--- src/rtl/ps2_host_tx.sv ---
// ps2_host_tx: PS/2 host-to-device command transmitter driving open-drain pull-low enables.
// Define PS2_TX_TIMEOUT_EN to include the device-clock watchdog.

module ps2_tx_filter #(
    parameter int FILTER_LEN = 4
) (
    input  logic clk25,
    input  logic rst,
    input  logic pin,
    output logic level
);
    localparam int CW = $clog2(FILTER_LEN + 1);

    logic          s1;
    logic          s2;
    logic [CW-1:0] run;

    // level only follows s2 after FILTER_LEN consecutive disagreeing samples
    always_ff @(posedge clk25) begin
        if (rst) begin
            s1    <= 1'b1;
            s2    <= 1'b1;
            run   <= '0;
            level <= 1'b1;
        end else begin
            s1 <= pin;
            s2 <= s1;
            if (s2 == level) begin
                run <= '0;
            end else if (run == CW'(FILTER_LEN - 1)) begin
                level <= s2;
                run   <= '0;
            end else begin
                run <= run + 1'b1;
            end
        end
    end
endmodule

module ps2_host_tx #(
    parameter int CLK_HZ         = 25000000,
    parameter int INHIBIT_CYCLES = CLK_HZ / 10000,
    parameter int START_HOLD     = 32,
    parameter int TIMEOUT_CYCLES = (CLK_HZ / 1000) * 15,
    parameter int FILTER_LEN     = 4
) (
    input  logic       clk25,
    input  logic       rst,
    input  logic [7:0] tx_data,
    input  logic       tx_valid,
    output logic       tx_ready,
    output logic       tx_busy,
    output logic       tx_done,
    output logic       tx_err,
    input  logic       ps2_clk_in,
    input  logic       ps2_dat_in,
    output logic       ps2_clk_oe,
    output logic       ps2_dat_oe
);
    // state     | meaning
    // IDLE      | lines released, waiting for a request
    // INHIBIT   | clock held low to claim the bus
    // START     | clock and data low (start bit)
    // SHIFT     | clock released, one frame bit per device clock fall
    // ACK       | waiting for the device ack fall
    // WAIT_IDLE | waiting for both lines to float high
    typedef enum logic [2:0] {
        IDLE,
        INHIBIT,
        START,
        SHIFT,
        ACK,
        WAIT_IDLE
    } state_t;

    localparam int TMR_MAX = (INHIBIT_CYCLES > START_HOLD) ? INHIBIT_CYCLES : START_HOLD;
    localparam int TMR_W   = $clog2(TMR_MAX + 1);

    state_t           state, state_nxt;
    logic [TMR_W-1:0] tmr, tmr_nxt;
    logic [9:0]       frame, frame_nxt;
    logic [3:0]       bit_cnt, cnt_nxt;
    logic             clk_oe_nxt, dat_oe_nxt, done_nxt, err_nxt;
    logic             clk_filt, dat_filt, clk_filt_d, fall;

    ps2_tx_filter #(.FILTER_LEN(FILTER_LEN)) u_clk_filt (
        .clk25 (clk25),
        .rst   (rst),
        .pin   (ps2_clk_in),
        .level (clk_filt)
    );

    ps2_tx_filter #(.FILTER_LEN(FILTER_LEN)) u_dat_filt (
        .clk25 (clk25),
        .rst   (rst),
        .pin   (ps2_dat_in),
        .level (dat_filt)
    );

    assign fall = clk_filt_d & ~clk_filt;

`ifdef PS2_TX_TIMEOUT_EN
    localparam int TO_W = $clog2(TIMEOUT_CYCLES + 1);

    logic [TO_W-1:0] to_cnt;
    logic            watch;

    assign watch = (state == SHIFT) || (state == ACK) || (state == WAIT_IDLE);

    // restarted on entry to SHIFT and on every device clock fall
    always_ff @(posedge clk25) begin
        if (rst) begin
            to_cnt <= '0;
        end else if ((state == START && state_nxt == SHIFT) || (watch && fall)) begin
            to_cnt <= TO_W'(TIMEOUT_CYCLES - 1);
        end else if (watch && to_cnt != '0) begin
            to_cnt <= to_cnt - 1'b1;
        end
    end
`endif

    always_comb begin
        state_nxt  = state;
        tmr_nxt    = tmr;
        frame_nxt  = frame;
        cnt_nxt    = bit_cnt;
        clk_oe_nxt = ps2_clk_oe;
        dat_oe_nxt = ps2_dat_oe;
        done_nxt   = 1'b0;
        err_nxt    = 1'b0;
        case (state)
            IDLE: begin
                clk_oe_nxt = 1'b0;
                dat_oe_nxt = 1'b0;
                if (tx_valid) begin
                    frame_nxt  = {1'b1, ~^tx_data, tx_data};
                    tmr_nxt    = TMR_W'(INHIBIT_CYCLES - 1);
                    clk_oe_nxt = 1'b1;
                    state_nxt  = INHIBIT;
                end
            end
            INHIBIT: begin
                if (tmr == '0) begin
                    tmr_nxt    = TMR_W'(START_HOLD - 1);
                    dat_oe_nxt = 1'b1;
                    state_nxt  = START;
                end else begin
                    tmr_nxt = tmr - 1'b1;
                end
            end
            START: begin
                if (tmr == '0) begin
                    clk_oe_nxt = 1'b0;
                    cnt_nxt    = 4'd0;
                    state_nxt  = SHIFT;
                end else begin
                    tmr_nxt = tmr - 1'b1;
                end
            end
            SHIFT: begin
                if (fall) begin
                    dat_oe_nxt = ~frame[0];
                    frame_nxt  = {1'b0, frame[9:1]};
                    cnt_nxt    = bit_cnt + 4'd1;
                    if (bit_cnt == 4'd9) begin
                        state_nxt = ACK;
                    end
                end
            end
            ACK: begin
                if (fall) begin
                    if (dat_filt) begin
                        err_nxt   = 1'b1;
                        state_nxt = IDLE;
                    end else begin
                        state_nxt = WAIT_IDLE;
                    end
                end
            end
            WAIT_IDLE: begin
                if (clk_filt && dat_filt) begin
                    done_nxt  = 1'b1;
                    state_nxt = IDLE;
                end
            end
            default: state_nxt = IDLE;
        endcase
`ifdef PS2_TX_TIMEOUT_EN
        if (watch && to_cnt == '0) begin
            err_nxt   = 1'b1;
            done_nxt  = 1'b0;
            state_nxt = IDLE;
        end
`endif
        // every path back to IDLE releases both lines on the same edge
        if (state_nxt == IDLE) begin
            clk_oe_nxt = 1'b0;
            dat_oe_nxt = 1'b0;
        end
    end

    always_ff @(posedge clk25) begin
        if (rst) begin
            state      <= IDLE;
            tmr        <= '0;
            frame      <= '0;
            bit_cnt    <= 4'd0;
            clk_filt_d <= 1'b1;
            ps2_clk_oe <= 1'b0;
            ps2_dat_oe <= 1'b0;
            tx_ready   <= 1'b1;
            tx_busy    <= 1'b0;
            tx_done    <= 1'b0;
            tx_err     <= 1'b0;
        end else begin
            state      <= state_nxt;
            tmr        <= tmr_nxt;
            frame      <= frame_nxt;
            bit_cnt    <= cnt_nxt;
            clk_filt_d <= clk_filt;
            ps2_clk_oe <= clk_oe_nxt;
            ps2_dat_oe <= dat_oe_nxt;
            tx_ready   <= (state_nxt == IDLE);
            tx_busy    <= (state_nxt != IDLE);
            tx_done    <= done_nxt;
            tx_err     <= err_nxt;
        end
    end
endmodule

--- config.mk ---
export PLATFORM = sky130hd
export DESIGN_NAME = ps2_host_tx
export DESIGN_NICKNAME = d
export VERILOG_FILES = /design/src/rtl/ps2_host_tx.sv
export SDC_FILE = /design/constraint.sdc
export NUM_CORES = 1
export LEC_CHECK = 0
export ABC_AREA = 1
export CORE_ASPECT_RATIO = 0.8
export CORE_MARGIN = 2
export CORE_UTILIZATION = 58
export DETAILED_ROUTE_END_ITERATION = 8
export HOLD_SLACK_MARGIN = 0.06
export PLACE_DENSITY = 0.79
export RECOVER_POWER = 25
export SYNTH_ARGS = -nofsm -noshare
export SYNTH_HDL_FRONTEND = slang
export SYNTH_SLANG_ARGS = --single-unit
--- constraint.sdc ---
create_clock -name clk25 -period 2.3 [get_ports clk25]
set_clock_uncertainty 0.15 [all_clocks]
set_input_delay 0.575 -clock clk25 [delete_from_list [all_inputs] [get_ports clk25]]
set_output_delay 0.575 -clock clk25 [all_outputs]
set_load 0.01 [all_outputs]
==> impl_metrics.yaml <==
synth:
  synth_edf_count: 0
  synth_area_per_cell_sq_um: 6.57
  ys.flop_type: "dfxtp_1"
  synth_nets: 409
  synth_area_sq_um: 2560
  synth_top_area_frac: 0.376
  synth-seq-cells: 48
  synth_area_leaders: "dfxtp_1 38%, nand2_1 16%, nor2_1 8.2%, inv_1 6.9%, a21oi_1 5.5%"
  synth_commonest_cells: "108 x nand2_1, 56 x nor2_1, 48 x dfxtp_1, 47 x inv_1, 28 x a21oi_1"
  synth_most_common_cell: "nand2_1"
  yosys.cell_types.count: 31
  async_reset_ff_frac: 0
  syn-instance-count: 389
  yosysSeqAreaShare: 0.376
  yosys_warnings: 0
  synth_area_leader_cell: "dfxtp_1"
timing:
  rsz0062_at_grt: "no"
  hold_violations: 0
  min_period_ps: 1920
  worst_pin_slew_ps: 400
  report.final.slew_viol_count: 0
  setup_violations: 0
  slew_headroom: 0.733
  timing.fmax_mhz: 522
  timing.hold.ws_ps: 269
  setup-tns-final_ps: 0
  period_share: 0.833
clock_tree:
  cts.clk_slew.worst_paths_ps: 90
  cts_tree: "built"
  htreeDepth: 2
  postCtsSetupBuffers: 0
  clock_path_buffers: 2
  clk_latency_ps: 310
  clock_sinks: 48
  cts_root_buf: "clkbuf_8"
  cts_made_buffers: 5
  cts_hold_buf: 0
  cts_resized: 0
route:
  dr.first_iter.drc_count: 167
  via_count: 2334
  dr.pass1.iters: 5
  antenna_left: 0
  wl_per_cell_um: 10.6
  drc: 0
  wl_um: 4920
  viasPerCell: 5.01
power_and_ir_drop:
  clkPwrFrac: 0.283
  pwr-share-seq: 0.496
  internal_power_mw: 1.29
  power.leakage_nw: 1.36
  swShare: 0.311
  switchingPower_mw: 0.583
  comb_power_share: 0.221
  vdd_drop_max_uv: 371
  powerDensity_nw_per_um2: 652
hold_path:
  min_path_type: "flop to flop"
critical_path:
  startpoint_type: "flop"
  critical-path-max-stage-delay_ps: 540
  crit_chain: "clkdlybuf4s50_1"
  crit_type: "flop to output pin"
  crit_fanout: 2
  cpMaxStageDelayCell: "clkdlybuf4s50_1"
  critPathTopFamily: "buffers and inverters"
  critPathArrivalTime_ps: 1190
  crit_path_end_kind: "output pin"
  critPathRequiredTime_ps: 1570
  path_buf_inv: 1
floorplanning:
  rows: 21
  core_sq_um: 4200
  die_area_sq_um: 4960
  fp.dieH_um: 63.4
  initial_core_util: 0.608
  fp.dieW_um: 78.2
  num_io_pins: 19
global_route:
  grt_max_degree: 22
  antenna_found_initial: 0
  grt_pass1_wl_um: 9000
  overflow: 0
  met3_usage: 0.0559
  use_met1: 0.299
  top_usage_layer: "met2"
  track_usage: 0.226
  use_met2: 0.363
  grt_pass1_vias: 2159
cells_and_area:
  syn2layout_area_growth_pct: 12.2
  nets: 428
  num-fill-cells: 374
  multi_input_area_sq_um: 1330
  register_area_sq_um: 961
  diodes: 0
  drive_above_1_share: 0.100
place:
  io_buffers: 18
  hpwl_um: 3750
  globalplace.congestion: 0.832
job:
  cap_violations: 0
outcome:
  status: "finished clean"
-- sequential cells by signal (all words and copies together), names as in the netlist --
name	flops
u_clk_filt.s1	1
bit_cnt	4
tx_busy	1
tx_done	1
tmr	12
u_dat_filt.level	1
u_dat_filt.s1	1
ps2_dat_oe	1
u_clk_filt.level	1
frame	10
u_clk_filt.s2	1
u_clk_filt.run	3
u_dat_filt.run	3
tx_ready	1
ps2_clk_oe	1
clk_filt_d	1
state	3
u_dat_filt.s2	1
tx_err	1
-- area by class of cell --
type	count	share of cell area
Clock buffer	6	0.0288
Clock inverter	2	0.00523
Inverter	55	0.0728
Multi-Input combinational cell	277	0.463
Sequential cell	48	0.335
Tap cell	57	0.0248
Timing Repair Buffer	21	0.0706
-- power groups by stage --
stage | logic [mW] | registers (mW) | clock network, mW
2_1_floorplan | 0.319 | 0.939 | 0
3_3_place_gp | 0.402 | 0.945 | 0
3_5_place_dp | 0.410 | 0.948 | 0
4_1_cts | 0.414 | 0.928 | 0.537
5_1_grt | 0.481 | 0.936 | 0.570
6_report | 0.414 | 0.929 | 0.530
-- final timing paths --
kind | startpoint | to | slack, ps | cells past startpoint
worst max-delay path | ps2_clk_oe | ps2_clk_oe | 380 | 1
worst min-delay path | u_dat_filt.s1 | u_dat_filt.s2 | 270 | 1
worst max register to register | tmr[0] | tx_busy | 410 | 9
worst min register to register | u_dat_filt.s1 | u_dat_filt.s2 | 270 | 1
-- per-stage QoR --
stage / std cells / power, mW / cell area (sq um) / utilization / setup slack [ps]
finish: 466 / 1.87 / 2870 / 0.683 / 385
global route: 466 / 1.99 / 2870 / 0.683 / 182
CTS: 466 / 1.88 / 2870 / 0.683 / 379
detailed placement: 458 / 1.36 / 2770 / 0.660 / 230
global placement: 458 / 1.35 / 2770 / 0.660 / 208
floorplan: 389 / 1.26 / 2560 / - / 627
-- metal layers --
| layer | wire [um] | up-vias |
|---|---|---|
| met1 | 2550 | 1036 |
| met4 | 46 | 0 |
| met3 | 210 | 7 |
| met2 | 2120 | 35 |
| met5 | 0 | - |
| li1 | - | 1256 |
-- cells in the final DEF (no fill, tap or decap), types with 4 or more instances in the layout --
cell and n:
nor2_1 56, o21ai_1 6, inv_2 7, nand3_2 4, nand2_1 108, o21ai_0 22
a21oi_1 28, inv_1 47, dfxtp_1 48, clkdlybuf4s50_1 17, nand3_1 17, nand4_1 4
clkbuf_8 6, or2_2 5, nor2_2 4, ha_1 7
-- kinds of logic after synthesis --
kind of cell               Yosys count  synth area share
and+or+nand+nor                    207             0.351
DFF                                 48             0.376
xor gates and xnor gates             2           0.00685
AOI/OAI and AO/OA                   61             0.128
buffers and inverters               64             0.105
adders and majority gates            7            0.0342
No activity file was read; power rests on OpenSTA's default activity.
